$ cat src/rtl/memory_unit_if.sv
// ----------------------------------------------------------------------------
// memory_unit_if
//   Shared single-port memory bus between the memory_unit sequencer (master)
//   and the memory / bus fabric (slave).
//
//   bus_req      master -> slave  transaction request, held until acked
//   bus_we       master -> slave  1 = write, 0 = read
//   bus_addr     master -> slave  word-aligned byte address
//   bus_sel      master -> slave  byte lane select
//   bus_wr_data  master -> slave  write data
//   bus_rd_data  slave  -> master read data, valid while bus_ack = 1
//   bus_ack      slave  -> master completion, sampled only while bus_req = 1
// ----------------------------------------------------------------------------
interface memory_unit_if #(
    parameter int DATA_SIZE = 32
);
    logic                     bus_req;
    logic                     bus_we;
    logic [DATA_SIZE-1:0]     bus_addr;
    logic [DATA_SIZE/8-1:0]   bus_sel;
    logic [DATA_SIZE-1:0]     bus_wr_data;
    logic [DATA_SIZE-1:0]     bus_rd_data;
    logic                     bus_ack;

    modport master (
        output bus_req, bus_we, bus_addr, bus_sel, bus_wr_data,
        input  bus_rd_data, bus_ack
    );

    modport slave (
        input  bus_req, bus_we, bus_addr, bus_sel, bus_wr_data,
        output bus_rd_data, bus_ack
    );
endinterface

$ cat src/rtl/memory_unit.sv
// ----------------------------------------------------------------------------
// memory_unit
//   Sequences one optional data access (load/store) followed by one
//   instruction fetch per pipeline step over a single shared memory bus,
//   holding the pipeline with mem_busy until both accesses have finished.
//   Accesses that are not acknowledged within TIMEOUT cycles are aborted and
//   reported through a one-cycle access_fault pulse.
//
//   clock          in   rising-edge clock
//   reset          in   asynchronous, active-high reset
//   inst_mem_addr  in   fetch address (PC)
//   inst           out  fetched instruction word
//   data_mem_addr  in   load/store address
//   wr_data        in   store data
//   mem_rd_en      in   load request this step
//   mem_wr_en      in   store request this step (wins over mem_rd_en)
//   mem_byte_en    in   byte lane enables of the load/store
//   rd_data        out  raw bus word of the last load
//   mem_busy       out  1 = pipeline must hold
//   access_fault   out  one-cycle pulse in DONE when an access timed out
//   bus            master side of memory_unit_if (all outputs registered)
// ----------------------------------------------------------------------------
module memory_unit #(
    parameter int DATA_SIZE = 32,
    parameter int TIMEOUT   = 255
) (
    input  logic                   clock,
    input  logic                   reset,
    input  logic [DATA_SIZE-1:0]   inst_mem_addr,
    output logic [31:0]            inst,
    input  logic [DATA_SIZE-1:0]   data_mem_addr,
    input  logic [DATA_SIZE-1:0]   wr_data,
    input  logic                   mem_rd_en,
    input  logic                   mem_wr_en,
    input  logic [DATA_SIZE/8-1:0] mem_byte_en,
    output logic [DATA_SIZE-1:0]   rd_data,
    output logic                   mem_busy,
    output logic                   access_fault,
    memory_unit_if.master          bus
);
    localparam int SEL_W      = DATA_SIZE / 8;
    localparam int ALIGN_BITS = $clog2(SEL_W);
    localparam logic [DATA_SIZE-1:0] ALIGN_MASK =
        ~((DATA_SIZE'(1) << ALIGN_BITS) - DATA_SIZE'(1));
    localparam int CNT_W = $clog2(TIMEOUT + 1);
    localparam logic [CNT_W-1:0] CNT_LAST = CNT_W'(TIMEOUT - 1);
    localparam logic [31:0] NOP_INST = 32'h0000_0013;

    typedef enum logic [1:0] {IDLE, DATA, FETCH, DONE} state_t;

    state_t               state_q, state_d;
    logic                 req_q, req_d;
    logic                 we_q, we_d;
    logic [DATA_SIZE-1:0] addr_q, addr_d;
    logic [SEL_W-1:0]     sel_q, sel_d;
    logic [DATA_SIZE-1:0] wdata_q, wdata_d;
    logic [31:0]          inst_q, inst_d;
    logic [DATA_SIZE-1:0] rd_data_q, rd_data_d;
    logic                 fault_q, fault_d;          // some access of this step timed out
    logic                 access_fault_q, access_fault_d;
    logic [CNT_W-1:0]     cnt_q, cnt_d;
    logic [DATA_SIZE-1:0] inst_addr_q, inst_addr_d;  // PC captured in IDLE
    logic [31:0]          fetch_word;
    logic                 expired;

    // On a 64-bit bus the instruction sits in the half selected by PC bit 2.
    always_comb begin
        if (DATA_SIZE == 64 && inst_addr_q[2]) begin
            fetch_word = 32'(bus.bus_rd_data >> 32);
        end else begin
            fetch_word = bus.bus_rd_data[31:0];
        end
    end

    // This edge is the last permitted wait cycle of the current access.
    assign expired = (cnt_q == CNT_LAST);

    // NOTE: every variable gets its hold value first so no path leaves one
    // unassigned -- otherwise synthesis infers a latch.
    always_comb begin
        state_d        = state_q;
        req_d          = req_q;
        we_d           = we_q;
        addr_d         = addr_q;
        sel_d          = sel_q;
        wdata_d        = wdata_q;
        inst_d         = inst_q;
        rd_data_d      = rd_data_q;
        fault_d        = fault_q;
        access_fault_d = 1'b0;
        cnt_d          = cnt_q;
        inst_addr_d    = inst_addr_q;

        case (state_q)
            IDLE: begin
                inst_addr_d = inst_mem_addr;
                fault_d     = 1'b0;
                cnt_d       = '0;
                req_d       = 1'b1;
                if (mem_wr_en || mem_rd_en) begin
                    state_d = DATA;
                    addr_d  = data_mem_addr & ALIGN_MASK;
                    we_d    = mem_wr_en;
                    sel_d   = mem_byte_en;
                    wdata_d = wr_data;
                end else begin
                    state_d = FETCH;
                    addr_d  = inst_mem_addr & ALIGN_MASK;
                    we_d    = 1'b0;
                    sel_d   = '1;
                end
            end

            DATA: begin
                if (bus.bus_ack || expired) begin
                    // A timed-out load keeps the previous rd_data.
                    if (bus.bus_ack && !we_q) rd_data_d = bus.bus_rd_data;
                    if (!bus.bus_ack)         fault_d   = 1'b1;
                    // Fetch request follows back-to-back; bus_req stays high.
                    state_d = FETCH;
                    cnt_d   = '0;
                    addr_d  = inst_addr_q & ALIGN_MASK;
                    we_d    = 1'b0;
                    sel_d   = '1;
                end else begin
                    cnt_d = cnt_q + 1'b1;
                end
            end

            FETCH: begin
                if (bus.bus_ack || expired) begin
                    inst_d         = bus.bus_ack ? fetch_word : NOP_INST;
                    req_d          = 1'b0;
                    access_fault_d = fault_q || !bus.bus_ack;
                    state_d        = DONE;
                end else begin
                    cnt_d = cnt_q + 1'b1;
                end
            end

            DONE: begin
                state_d = IDLE;
            end

            default: begin
                state_d = IDLE;
                req_d   = 1'b0;
            end
        endcase
    end

    // NOTE: state is updated with non-blocking assignments so every register
    // samples the pre-edge values, independent of statement order.
    always_ff @(posedge clock or posedge reset) begin
        if (reset) begin
            state_q        <= IDLE;
            req_q          <= 1'b0;
            we_q           <= 1'b0;
            addr_q         <= '0;
            sel_q          <= '0;
            wdata_q        <= '0;
            inst_q         <= '0;
            rd_data_q      <= '0;
            fault_q        <= 1'b0;
            access_fault_q <= 1'b0;
            cnt_q          <= '0;
            inst_addr_q    <= '0;
        end else begin
            state_q        <= state_d;
            req_q          <= req_d;
            we_q           <= we_d;
            addr_q         <= addr_d;
            sel_q          <= sel_d;
            wdata_q        <= wdata_d;
            inst_q         <= inst_d;
            rd_data_q      <= rd_data_d;
            fault_q        <= fault_d;
            access_fault_q <= access_fault_d;
            cnt_q          <= cnt_d;
            inst_addr_q    <= inst_addr_d;
        end
    end

    assign bus.bus_req     = req_q;
    assign bus.bus_we      = we_q;
    assign bus.bus_addr    = addr_q;
    assign bus.bus_sel     = sel_q;
    assign bus.bus_wr_data = wdata_q;
    assign inst            = inst_q;
    assign rd_data         = rd_data_q;
    assign access_fault    = access_fault_q;
    assign mem_busy        = (state_q != DONE);
endmodule

$ cat src/flat_wrapper.sv
// flat-port wrapper written by rule: the top's interface ports become plain ports
module memory_unit_flat 
#(
    parameter int DATA_SIZE = 32,
    parameter int TIMEOUT   = 255
)
  (clock, reset, inst_mem_addr, inst, data_mem_addr, wr_data, mem_rd_en, mem_wr_en, mem_byte_en, rd_data, mem_busy, access_fault, bus_bus_req, bus_bus_we, bus_bus_addr, bus_bus_sel, bus_bus_wr_data, bus_bus_rd_data, bus_bus_ack);
  memory_unit_if #(.DATA_SIZE(DATA_SIZE)) bus_i ();
  input  logic clock;
  input  logic reset;
  input  logic [DATA_SIZE-1:0] inst_mem_addr;
  output logic [31:0] inst;
  input  logic [DATA_SIZE-1:0] data_mem_addr;
  input  logic [DATA_SIZE-1:0] wr_data;
  input  logic mem_rd_en;
  input  logic mem_wr_en;
  input  logic [DATA_SIZE/8-1:0] mem_byte_en;
  output logic [DATA_SIZE-1:0] rd_data;
  output logic mem_busy;
  output logic access_fault;
  output wire logic [$bits(bus_i.bus_req)-1:0] bus_bus_req;
  output wire logic [$bits(bus_i.bus_we)-1:0] bus_bus_we;
  output wire logic [$bits(bus_i.bus_addr)-1:0] bus_bus_addr;
  output wire logic [$bits(bus_i.bus_sel)-1:0] bus_bus_sel;
  output wire logic [$bits(bus_i.bus_wr_data)-1:0] bus_bus_wr_data;
  input wire logic [$bits(bus_i.bus_rd_data)-1:0] bus_bus_rd_data;
  input wire logic [$bits(bus_i.bus_ack)-1:0] bus_bus_ack;
  assign bus_bus_req = bus_i.bus_req;
  assign bus_bus_we = bus_i.bus_we;
  assign bus_bus_addr = bus_i.bus_addr;
  assign bus_bus_sel = bus_i.bus_sel;
  assign bus_bus_wr_data = bus_i.bus_wr_data;
  assign bus_i.bus_rd_data = bus_bus_rd_data;
  assign bus_i.bus_ack = bus_bus_ack;
  memory_unit #(.DATA_SIZE(DATA_SIZE), .TIMEOUT(TIMEOUT)) u_core (.clock(clock), .reset(reset), .inst_mem_addr(inst_mem_addr), .inst(inst), .data_mem_addr(data_mem_addr), .wr_data(wr_data), .mem_rd_en(mem_rd_en), .mem_wr_en(mem_wr_en), .mem_byte_en(mem_byte_en), .rd_data(rd_data), .mem_busy(mem_busy), .access_fault(access_fault), .bus(bus_i));
endmodule
$ cat config.mk
export PLATFORM = sky130hd
export DESIGN_NAME = memory_unit_flat
export DESIGN_NICKNAME = d
export VERILOG_FILES = /design/src/rtl/memory_unit_if.sv /design/src/rtl/memory_unit.sv /design/src/flat_wrapper.sv
export SDC_FILE = /design/constraint.sdc
export NUM_CORES = 1
export LEC_CHECK = 0
export CAP_MARGIN = 20
export CORE_MARGIN = 3
export CORE_UTILIZATION = 35
export CTS_CLUSTER_DIAMETER = 50
export DETAILED_ROUTE_END_ITERATION = 16
export PLACE_DENSITY = 0.71
export SLEW_MARGIN = 25
export SYNTH_ARGS = -nofsm -noshare
export SYNTH_HDL_FRONTEND = slang
export SYNTH_SLANG_ARGS = --single-unit
$ cat constraint.sdc
create_clock -name clock -period 5.4 [get_ports clock]
set_input_delay 1.08 -clock clock [delete_from_list [all_inputs] [get_ports clock]]
set_output_delay 1.08 -clock clock [all_outputs]
set_load 0.1 [all_outputs]
==> metrics.cfg <==
[global_routing]
global_route_wire_length_before_repair_um=29400
groute.usage.overall_pct=16.3
grt_remaining_overflow=0
initial_antenna_violation_count=0
grt_start_max_net_pins=175
first_global_vias=5481

[sta]
final.setup_skew_ns=0.0130
final.min_clock_period_ns=3.53
hold_violations=0
timing.max_slew.rel_slack_pct=31.7
clock.fmax_mhz=284
slew_violations=0
final.setup.tns_ns=0
layout_worst_path_cycle_share_pct=65.3
rsz0062_at_grt=false
worstMarginPinSlew_ns=1.02
setup_viol_count_final=0

[synth]
seq_area_frac_synth_pct=59.1
multiplexer_share_of_the_synthesized_area_pct=23.4
yosys_warning_count=0
syn_area_um2=7360
synthAdderAreaFrac_pct=1.19
synth-simple-area-share_pct=3.94
netlist_instances=543
synth_enable_flop_cells=0
postSynth.topFlopCell=dfrtp_1
share_of_flip_flops_with_an_asynchronous_set_or_reset_after_synthesis_pct=100
combinational_family_with_the_most_area_after_synthesis=multiplexers
synth_xor_xnor_area_share_pct=0.119
synth.ff_latch_count=174
synth_cell_type_count=44
synth-compound-area-share_pct=8.99
synthesis.area_per_instance_um2=13.6

[setup_path]
cp_max_fo=8
cp.required_ns=4.32
endpoint_class_of_the_critical_path=output port
critical_path_buf_inv_count=2
critical_path.startpoint_type=flop
crit_path_top_delay_cell=clkdlybuf4s50_1
critPathArrivalTime_ns=2.45
path_cells=ha_1, inv_1, clkdlybuf4s50_1
path_class=flop to output port
critical_path.top_delay_family=buffers and inverters
crit_path_max_incr_delay_ns=1.15

[die]
floorplan.die_area_um2=22800
num_io_pins=273
start_util_pct=36.0
die_height_um=151
fp.dieW_um=151
coreArea_um2=20400
num_rows=52

[outcome]
run_status=finished clean

[clock_tree]
path_clk_slew_ns=0.07
holdBufCountCts=0
clk_path_buf_depth=2
postCtsResizedCells=0
cts_setup_buffers=0
clock_tree_from_tritoncts=yes
clkSinkCount=174
cell_at_the_root_of_the_clock_tree=clkbuf_16
number_of_buffers_added_by_the_clock_tree_synthesis_step=17
cts.htree.levels=4
insertion_delay_ns=0.42

[job]
drv.max_cap_violation_count=0

[detailed_routing]
post-route-drc-count=0
detailedRoute.firstPassIterationCount=4
vias=5297
route.detailed.vias_per_inst=4.86
drt_wl_total_um=18700
number_of_drc_violations_after_detailed_routing_iteration_0=221
wl_per_cell_um=17.2
ant_nets=0

[layout]
num-fill-cells=1784
relative_area_change_from_synthesis_to_final_layout_pct=48.5
layout-drive-gt1-share_pct=20.7
nNetsFinal=949
instances_no_fill=1089

[placed_design]
place.port_buffers=266
placer_congestion_estimate=0.792
placedCellCount=1056
hpwlAfterDp_um=13100

[min_path]
hp_class=flop to flop

-- cell usage after synthesis (2+ instances only) --
cell / instances / area [um^2]
nand2_1: 37 / 139
ha_1: 7 / 87.6
buf_4: 3 / 22.5
mux2_1: 5 / 56.3
dfrtp_1: 174 / 4350
a21oi_1: 7 / 35.0
and2_1: 2 / 12.5
o22ai_1: 4 / 25.0
nor3_1: 3 / 15.0
mux2i_1: 33 / 330
o22a_1: 3 / 26.3
o21ai_0: 34 / 170
nor2_1: 5 / 18.8
buf_6: 3 / 33.8
nand3_1: 4 / 20.0
clkbuf_1: 10 / 37.5
mux2_2: 119 / 1340
nand4_1: 2 / 12.5
and3_1: 2 / 12.5
a21oi_4: 2 / 32.5
inv_1: 12 / 45.0
o32a_1: 4 / 40.0
a22o_1: 30 / 263
buf_1: 3 / 11.3
buf_2: 16 / 80.1
-- logic make-up (layout without fill, tap and decap cells) --
group / count (synthesis) / after routing
other: 1 / 3
AOI/OAI and AO/OA: 93 / 93
muxes: 157 / 157
buffers and inverters: 47 / 321
adders and majority gates: 7 / 7
DFF: 174 / 174
xor gates and xnor gates: 1 / 1
and+or+nand+nor: 63 / 63
-- path summary, 6_finish.rpt --
path / start / to / slack (ns) / depth (start not counted)
worst min-delay path: u_core.bus.bus_addr[2] / u_core.bus.bus_addr[2] / 0.49 / 1
min in group asynchronous: reset / u_core.bus.bus_wr_data[19] / 1.25 / 3
max in group asynchronous: reset / u_core.inst_addr_q[3] / 3.39 / 3
worst max register to register: u_core.state_q[1] / u_core.state_q[0] / 2.94 / 7
worst max-delay path: u_core.state_q[0] / mem_busy / 1.87 / 3
worst min register to register: u_core.bus.bus_addr[2] / u_core.bus.bus_addr[2] / 0.49 / 1
-- metrics by stage --
stage	area [um^2]	util, %	hold WS (ns)	setup WS [ns]
after CTS	10900	53.5	0.495	1.84
after global routing	10900	53.5	0.515	1.78
after detailed placement	10300	50.5	0.475	1.88
final	10900	53.5	0.494	1.87
after global placement	10300	50.4	0.469	1.87
after floorplan	7370	-	0.451	2.10
-- state kept, by name, summed over array words and instances, names as in the netlist --
| name | count |
|---|---|
| u_core.rd_data | 32 |
| u_core.inst | 32 |
| u_core.bus.bus_addr | 30 |
| u_core.state_q | 2 |
| u_core.access_fault | 1 |
| u_core.bus.bus_we | 1 |
| u_core.bus.bus_wr_data | 32 |
| u_core.cnt_q | 8 |
| u_core.inst_addr_q | 30 |
| u_core.bus.bus_req | 1 |
| u_core.fault_q | 1 |
| u_core.bus.bus_sel | 4 |
-- area by class of cell --
class                      instances  area (um^2)  area share (%)
antenna                            1         2.50          0.0229
clock buffer                      18          439            4.02
clock inverter                    14          168            1.53
inverter                          12         48.8           0.446
multi-input combinational        323         2800            25.6
sequential                       174         4350            39.8
tap                              270          338            3.09
timing repair buffer             277         2780            25.4
-- routing by layer --
| layer | vias up | share of wire [%] | GRT usage [%] | wire [um] |
|---|---|---|---|---|
| met5 | - | 0 | 0 | 0 |
| met1 | 2655 | 42 | 19.9 | 7890 |
| met4 | 0 | 1.8 | 5.17 | 331 |
| met3 | 17 | 5.9 | 5.27 | 1110 |
| met2 | 146 | 50 | 27.5 | 9380 |
| li1 | 2479 | - | - | - |
-- cell usage in the layout, fill, tap and decap left out, types with 5 or more instances in the layout --
cell             synthesis  routed
inv_8                    0       7
dfrtp_1                174     174
buf_4                    3       9
ha_1                     7       6
mux2_2                 119     119
mux2i_1                 33      33
a21oi_1                  7       7
clkdlybuf4s50_1          0     266
inv_1                   12      11
o21ai_0                 34      34
mux2_1                   5       5
nand2_1                 37      37
a22o_1                  30      30
clkbuf_16                0      17
Power is not shown: default switching activity piles up to over one toggle a cycle in this logic, so the estimate is an artifact.
